### src/rtl/source_ready_cam_pkg.sv
// rtl/source_ready_cam_pkg.sv - scheduler widths and tag/index types for the source-ready CAM
package source_ready_cam_pkg;

    localparam int ISSUE_QUEUE_ENTRY_NUM   = 16;
    localparam int DISPATCH_PORT_NUM       = 2;
    localparam int WAKEUP_PORT_NUM         = 4;
    localparam int SRC_NUM                 = 2;
    localparam int PHY_REG_NUM             = 64;

    localparam int SCHEDULER_REG_TAG_WIDTH = $clog2(PHY_REG_NUM);
    localparam int ISSUE_QUEUE_INDEX_WIDTH = $clog2(ISSUE_QUEUE_ENTRY_NUM);

    typedef logic [SCHEDULER_REG_TAG_WIDTH-1:0] scheduler_reg_tag_t;
    typedef logic [ISSUE_QUEUE_INDEX_WIDTH-1:0] issue_queue_index_path_t;

endpackage

### src/rtl/source_ready_cam_entry.sv
// rtl/source_ready_cam_entry.sv - one issue-queue entry: wakeup tag compare plus valid/ready flops
module source_ready_cam_entry
    import source_ready_cam_pkg::*;
#(
    parameter int WAKEUP_WIDTH = WAKEUP_PORT_NUM
) (
    input  logic                                 clk,
    input  logic                                 rst,
    input  logic                                 write,
    input  scheduler_reg_tag_t [SRC_NUM-1:0]     write_src_tag,
    input  logic [SRC_NUM-1:0]                   write_src_ready,
    input  logic [WAKEUP_WIDTH-1:0]              wakeup,
    input  scheduler_reg_tag_t [WAKEUP_WIDTH-1:0] wakeup_dst_tag,
    input  logic                                 release_entry,
    input  logic                                 flush,
    output logic                                 valid,
    output logic                                 op_ready
);

    scheduler_reg_tag_t [SRC_NUM-1:0] src_tag;
    logic [SRC_NUM-1:0]               src_ready;
    logic [SRC_NUM-1:0]               hit_stored;
    logic [SRC_NUM-1:0]               hit_new;

    // hit_new lets a wakeup racing the dispatch write land in the freshly loaded entry
    always_comb begin
        hit_stored = '0;
        hit_new    = '0;
        for (int s = 0; s < SRC_NUM; s++) begin
            for (int w = 0; w < WAKEUP_WIDTH; w++) begin
                if (wakeup[w] && (wakeup_dst_tag[w] == src_tag[s])) begin
                    hit_stored[s] = 1'b1;
                end
                if (wakeup[w] && (wakeup_dst_tag[w] == write_src_tag[s])) begin
                    hit_new[s] = 1'b1;
                end
            end
        end
    end

    always_ff @(posedge clk or posedge rst) begin
        if (rst) begin
            valid     <= 1'b0;
            src_ready <= '0;
        end else if (flush) begin
            valid <= 1'b0;
        end else if (write) begin
            valid     <= 1'b1;
            src_ready <= write_src_ready | hit_new;
        end else begin
            if (release_entry) begin
                valid <= 1'b0;
            end
            if (valid) begin
                src_ready <= src_ready | hit_stored;
            end
        end
    end

    always_ff @(posedge clk) begin
        if (write && !flush) begin
            src_tag <= write_src_tag;
        end
    end

    assign op_ready = valid & (&src_ready);

endmodule

### src/rtl/source_ready_cam.sv
// rtl/source_ready_cam.sv - issue-queue source-ready CAM with dispatch write ports and tag wakeup
module source_ready_cam
    import source_ready_cam_pkg::*;
#(
    parameter int ENTRY_NUM      = ISSUE_QUEUE_ENTRY_NUM,
    parameter int DISPATCH_WIDTH = DISPATCH_PORT_NUM,
    parameter int WAKEUP_WIDTH   = WAKEUP_PORT_NUM,
    localparam int COUNT_WIDTH   = $clog2(ENTRY_NUM + 1)
) (
    input  logic                                                clk,
    input  logic                                                rst,
    input  logic [DISPATCH_WIDTH-1:0]                           write,
    input  issue_queue_index_path_t [DISPATCH_WIDTH-1:0]        write_ptr,
    input  scheduler_reg_tag_t [DISPATCH_WIDTH-1:0][SRC_NUM-1:0] write_src_tag,
    input  logic [DISPATCH_WIDTH-1:0][SRC_NUM-1:0]              write_src_ready,
    input  logic [WAKEUP_WIDTH-1:0]                             wakeup,
    input  scheduler_reg_tag_t [WAKEUP_WIDTH-1:0]               wakeup_dst_tag,
    input  logic [ENTRY_NUM-1:0]                                release_entry,
    input  logic                                                flush,
    output logic [ENTRY_NUM-1:0]                                op_ready,
    output logic [COUNT_WIDTH-1:0]                              valid_count
);

    logic [ENTRY_NUM-1:0]             entry_write;
    scheduler_reg_tag_t [SRC_NUM-1:0] entry_tag   [ENTRY_NUM];
    logic [SRC_NUM-1:0]               entry_ready [ENTRY_NUM];
    logic [ENTRY_NUM-1:0]             valid;

    // Ports are scanned in ascending order so the highest-numbered port wins a collision
    always_comb begin
        for (int e = 0; e < ENTRY_NUM; e++) begin
            entry_write[e] = 1'b0;
            entry_tag[e]   = '0;
            entry_ready[e] = '0;
            for (int p = 0; p < DISPATCH_WIDTH; p++) begin
                if (write[p] && (write_ptr[p] == issue_queue_index_path_t'(e))) begin
                    entry_write[e] = 1'b1;
                    entry_tag[e]   = write_src_tag[p];
                    entry_ready[e] = write_src_ready[p];
                end
            end
        end
    end

    for (genvar e = 0; e < ENTRY_NUM; e++) begin : g_entry
        source_ready_cam_entry #(
            .WAKEUP_WIDTH (WAKEUP_WIDTH)
        ) u_entry (
            .clk             (clk),
            .rst             (rst),
            .write           (entry_write[e]),
            .write_src_tag   (entry_tag[e]),
            .write_src_ready (entry_ready[e]),
            .wakeup          (wakeup),
            .wakeup_dst_tag  (wakeup_dst_tag),
            .release_entry   (release_entry[e]),
            .flush           (flush),
            .valid           (valid[e]),
            .op_ready        (op_ready[e])
        );
    end

    always_comb begin
        valid_count = '0;
        for (int e = 0; e < ENTRY_NUM; e++) begin
            valid_count = valid_count + COUNT_WIDTH'(valid[e]);
        end
    end

endmodule

### config.mk
export PLATFORM = sky130hd
export DESIGN_NAME = source_ready_cam
export DESIGN_NICKNAME = d
export VERILOG_FILES = /design/src/rtl/source_ready_cam_pkg.sv /design/src/rtl/source_ready_cam_entry.sv /design/src/rtl/source_ready_cam.sv
export SDC_FILE = /design/constraint.sdc
export NUM_CORES = 2
export LEC_CHECK = 0
export BUFFER_PORTS_ARGS = -buffer_cell sky130_fd_sc_hd__buf_2
export CAP_MARGIN = 10
export CORE_MARGIN = 1.5
export CORE_UTILIZATION = 45
export DETAILED_ROUTE_END_ITERATION = 10
export PLACE_DENSITY_LB_ADDON = 0.25
export RECOVER_POWER = 100
export SLEW_MARGIN = 20
export SYNTH_ARGS = -nofsm -noshare
export SYNTH_HDL_FRONTEND = slang
export SYNTH_SLANG_ARGS = --single-unit
export TNS_END_PERCENT = 1
### constraint.sdc
create_clock -name clk -period 5 [get_ports clk]
set_input_delay 0.5 -clock clk [delete_from_list [all_inputs] [get_ports clk]]
set_output_delay 0.5 -clock clk [all_outputs]
set_load 0.01 [all_outputs]
After elaboration in Yosys (flattened, before gate mapping)

Cells that the tools add are included.

Register bits after elaboration: 240

$add $sub $neg: 15
Eq/ne operators: 286
Muxes and demuxes: 432
Bitwise gates (word level): 49
Reduce and logical (&&, ||, !) cells: 371

Operators with widths:

| operator             | count |
|---|---|
| $eq A6 B6 Y1         | 256 |
| $mux W12             | 32 |
| $mux W1              | 336 |
| $logic_and A1 B1 Y1  | 304 |
| $mux W2              | 64 |
| $eq A4 B4 Y1 const B | 16 |
| $or A2 B2 Y2         | 32 |
| $reduce_and A2 Y1    | 32 |
| $add A5 B1 Y5        | 11 |
| $reduce_bool A3 Y1   | 16 |
| $eq A4 B3 Y1 const B | 8 |
| $reduce_bool A2 Y1   | 16 |
| $and A1 B1 Y1        | 16 |
| $eq A4 B2 Y1 const B | 4 |
| $eq A4 B1 Y1 const B | 2 |
| $logic_not A4 Y1     | 2 |
| $add A4 B1 Y5        | 1 |
| $add A3 B1 Y4        | 1 |
| $add A2 B1 Y3        | 1 |
| $add A1 B1 Y2        | 1 |
| $logic_not A1 Y1     | 1 |
| $not A1 Y1           | 1 |

Depth between registers and ports, before layout

Word-level depth: 15
Gate-level depth with buffers: 11

Hierarchy

Synthesis repeated with hierarchy kept, for this count alone.

Cells, all modules: 3400
Area total of the unflattened synthesis: 30515.5 um2

Modules (own cells, without submodules):

| module                 | instances | cells an instance | area each (um2) |
|---|---|---|---|
| source_ready_cam_entry | 16        | 169               | 1610.3 |
| source_ready_cam       | 1         | 696               | 4750.8 |

Worst setup path before layout

OpenSTA, ideal clock, no wires.

Path type: register -> output
From: register g_entry[5].u_entry.valid
To: output valid_count[4]
Data arrival time: 3.309 ns
Required time: 4.500 ns
Slack: 1.191 ns
Cell stages (with the launch flop): 12
Buffers on the path: 0
Path through: dfrtp_1 -> fa_1 -> inv_1 -> fa_1 -> fa_1 -> fa_1 -> inv_1 -> ha_1 -> inv_1 -> fa_1 -> nor2b_1 -> o21a_1

Word-level cells in the longest chain between the ends: 11

Ends and longest elaborated chain:

| item                         | RTL line                     | RTL |
|---|---|---|
| start, declared              | source_ready_cam_entry.sv:16 | `output logic valid,` |
| start signal, assigned       | source_ready_cam_entry.sv:43 | `valid <= 1'b0;` |
| start signal, assigned       | source_ready_cam_entry.sv:46 | `valid <= 1'b0;` |
| start signal, assigned       | source_ready_cam_entry.sv:48 | `valid <= 1'b1;` |
| $add A5 B1 Y5 (11 in series) | source_ready_cam.sv:66       | `valid_count = valid_count + COUNT_WIDTH'(valid[e]);` |
| end, declared                | source_ready_cam.sv:21       | `output logic [COUNT_WIDTH-1:0] valid_count` |

No other way between the ends.

==> reports/metrics.cfg <==
[yosys]
syn_inst = 4104
yosys.area_share.simple = 0.182
synth_compound_area_frac = 0.150
muxShareOfSynthArea = 0.00539
synth_ff_type = edfxtp_1
synth.yosys.seq_area_share = 0.206
synth_fp_nets = 4204
ys_types = 96
synthAdderAreaFrac = 0.00776
post-synth-top-area-cell = xnor2_1
synth_top_family_by_area = XOR/XNOR gates
synth-xor-area-share = 0.362
ys_top_cells_by_area = xnor2_1 26%, edfxtp_1 17%, xor2_1 9.8%, nand4_1 4.1%, dfrtp_1 3.5%
yosysWarnings = 0
syn_area_per_cell_sq_um = 8.26
synth_edf_count = 192
netlist_area_sq_um = 33900
async_flop_share = 0.200
ys_seq_elements = 240
synth_top_area_frac = 0.264

[route]
routedWlPerCell_um = 34.9
avgViaCountPerCell = 7.01
drc = 0
detailedRoute.firstIterationViolations = 5411
firstDrtPassIters = 9
wl_um = 170000
vias = 34200
ant_nets = 0

[hold_path]
min_path_type = input port to flip-flop
hold_path_depth = 3

[power]
p_leak_uw = 0.0118
clkPwrFrac = 0.336
power_switching_uw = 2570
p_sw_frac = 0.368
seqPwrFrac = 0.339
powerDensity_nw_per_um2 = 199
power.internal_uw = 4420
ir_worst_vdd_mv = 0.263
p_comb_frac = 0.325

[clock_network]
root_buffer = clkbuf_16
cts_made_buffers = 29
cts_sinks = 240
htree_levels = 1
cts_tree = yes
clkTransAtPathRegs_ps = 60
insertion_delay_ps = 600
cts_buffer_depth = 3
post_cts_buffers = 0

[grt]
grt_first_pass_wirelength_um = 238000
grt_max_degree = 58
antenna_found_initial = 14
grt_overflow = 0
grt_util_all_layers = 0.426
grt_pass1_vias = 32300

[timing]
timing_hold_violations_final = 0
setup_viol = 2
clock_skew_ps = 10.5
slew_viol_final = 140
setup_tns_ps = -161
fin_crit_sh = 1.02
worst_slack_ps = -120
slew_headroom = -1.60
rsz0062_at_grt = no
hold_slack_ps = 164
max_freq_mhz = 195
fin_crit_ps = 5120
worst_pin_slew_ps = 3890

[floorplanning]
die_area_sq_um = 76900
fp.dieH_um = 277
core_area_sq_um = 74400
start_util = 0.455
die_w_um = 277
fp-row-count = 100
num_io_pins = 106

[worst_setup_path]
critical_path_peak_fanout = 15
cp.arrival_ps = 5640
path_depth = 8
path_cells = clkbuf_1 -> nor3b_1 -> o21ai_2 -> o21ai_0 -> xnor2_1 -> nand4_1 -> or4_1 -> a41oi_1
start_kind = input port
cp.required_ps = 5520
crit_family = simple AND/OR/NAND/NOR gates
cp.buffers_inverters = 1
rrSetupSlack_ps = 3050
critPathSlowestCell = nor3b_1
cp-end-kind = flip-flop
slowest_delay_ps = 2410
rr_worst_depth = 7
crit_type = input port to flip-flop

[run]
maxCapViolations = 5

[placement]
dp.cells = 4813
portBuffers = 105
hpwl_um = 114000
place_area_sq_um = 34600
dp_slack_ps = 667
gp_congestion = 1.10

[final_layout]
syn_to_final_growth_pct = 3.81
final-seq-area_sq_um = 6970
fillers = 7325
nets = 3975
stdcell_area_sq_um = 35200
multi_input_area_sq_um = 23600
layout.cells.non_filler = 4871
drive_gt1_frac = 0.0754

[outcome]
outcome = finished, violations left
failed_checks = capacitance limit, slew limit, setup timing

[cell type report]
type	count	area share
Antenna cell	4	0.000285
Clock buffer	36	0.0222
Clock inverter	18	0.00711
Inverter	198	0.0211
Multi-Input combinational cell	3160	0.671
Sequential cell	240	0.198
Tap cell	969	0.0345
Timing Repair Buffer	246	0.0457
[placed cells by master (no fill, tap or decap), types with 14 or more instances in the layout]
master / count
a31oi_1: 29
nand2_1: 118
a22oi_1: 61
edfxtp_1: 192
nor3_1: 42
a211o_1: 27
clkbuf_1: 55
a21oi_1: 136
xnor2_1: 1020
nand4_1: 220
nand3_1: 112
o21ai_0: 59
o31ai_1: 18
and2_0: 31
mux2i_1: 16
o211ai_1: 40
a41oi_1: 24
or3_1: 19
nand2b_1: 22
and3b_1: 29
o22ai_1: 17
nor2_1: 118
o41ai_1: 28
o221ai_1: 18
nor4_1: 185
clkbuf_16: 29
inv_1: 185
a2111oi_0: 16
buf_2: 59
and2_1: 14
a221oi_1: 20
and3_1: 74
a211oi_1: 50
buf_4: 128
dfrtp_1: 46
xor2_1: 380
[power by group through the flow]
| stage | combinational, uW | sequential, uW | clock, uW |
|---|---|---|---|
| after floorplan | 1470 | 2350 | 0 |
| after global placement | 2160 | 2400 | 0 |
| after detailed placement | 2180 | 2410 | 0 |
| after CTS | 2180 | 2360 | 2360 |
| after global routing | 2310 | 2380 | 2440 |
| final | 2270 | 2370 | 2350 |
[layer usage]
metal / vias up / track usage / share of wire / wire (um)
met5: - / 0 / 0.00056 / 95
met4: 10 / 0.273 / 0.078 / 13300
met3: 884 / 0.141 / 0.15 / 25400
met2: 2936 / 0.617 / 0.41 / 68800
met1: 16400 / 0.540 / 0.37 / 62200
li1: 13900 / - / - / -
[through the flow]
step / utilization / power (uW)
3_3_place_gp: 0.465 / 4560
5_1_grt: 0.472 / 7130
4_1_cts: 0.479 / 6910
6_report: 0.472 / 6990
2_1_floorplan: - / 3820
3_5_place_dp: 0.465 / 4580
[registers in the layout, indices dropped and copies added, names as in the netlist]
name / flops
g_entry.u_entry.src_ready: 32
g_entry.u_entry.src_tag: 192
g_entry.u_entry.valid: 16
[worst paths after layout]
path | to | start
worst min register to register | g_entry[8].u_entry.src_ready[0] | g_entry[8].u_entry.src_ready[0]
worst min-delay path | g_entry[4].u_entry.valid | release_entry[4]
min in group asynchronous | g_entry[6].u_entry.valid | rst
worst max-delay path | g_entry[0].u_entry.src_ready[0] | write[0]
worst max register to register | g_entry[6].u_entry.src_ready[1] | g_entry[6].u_entry.src_tag[7]
max in group asynchronous | g_entry[11].u_entry.valid | rst
[kinds of logic (layout without fill, tap and decap cells)]
| kind of cell | Yosys count | count (layout) |
|---|---|---|
| flip-flops | 240 | 240 |
| buffers and inverters | 704 | 498 |
| XOR/XNOR | 1401 | 1401 |
| other | 0 | 4 |
| AO/OA/AOI/OAI | 655 | 655 |
| multiplexers | 18 | 18 |
| adder cells (fa/ha/maj) | 15 | 15 |
| AND/OR/NAND/NOR | 1071 | 1071 |
[synthesized netlist by cell type (all sizes together), types with 28 or more instances]
library cell,n
edfxtp,192
dfrtp,48
and2,45
o21ai,62
buf,282
a211oi,54
inv,193
and3b,30
a21oi,136
o211ai,40
nor4,185
xnor2,1021
nand2,120
clkbuf,224
a22oi,62
and3,75
nor2,118
nor3,42
nand4,220
nand3,112
a31oi,29
o41ai,28
xor2,380
[worst min-delay path, cell delays in order]
cell and delay [ps]:
buf_2 80, nand2b_1 90, a21oi_1 60
[repair_timing]
| item | in CTS | in global routing |
|---|---|---|
| hold buffers | 0 | 0 |
| endpoints found under the hold margin | 0 | 0 |
| endpoints found under the setup margin | 0 | 2 |
| resized for setup | 0 | 3 |
Note: power is estimated with default switching activity, not from simulation.
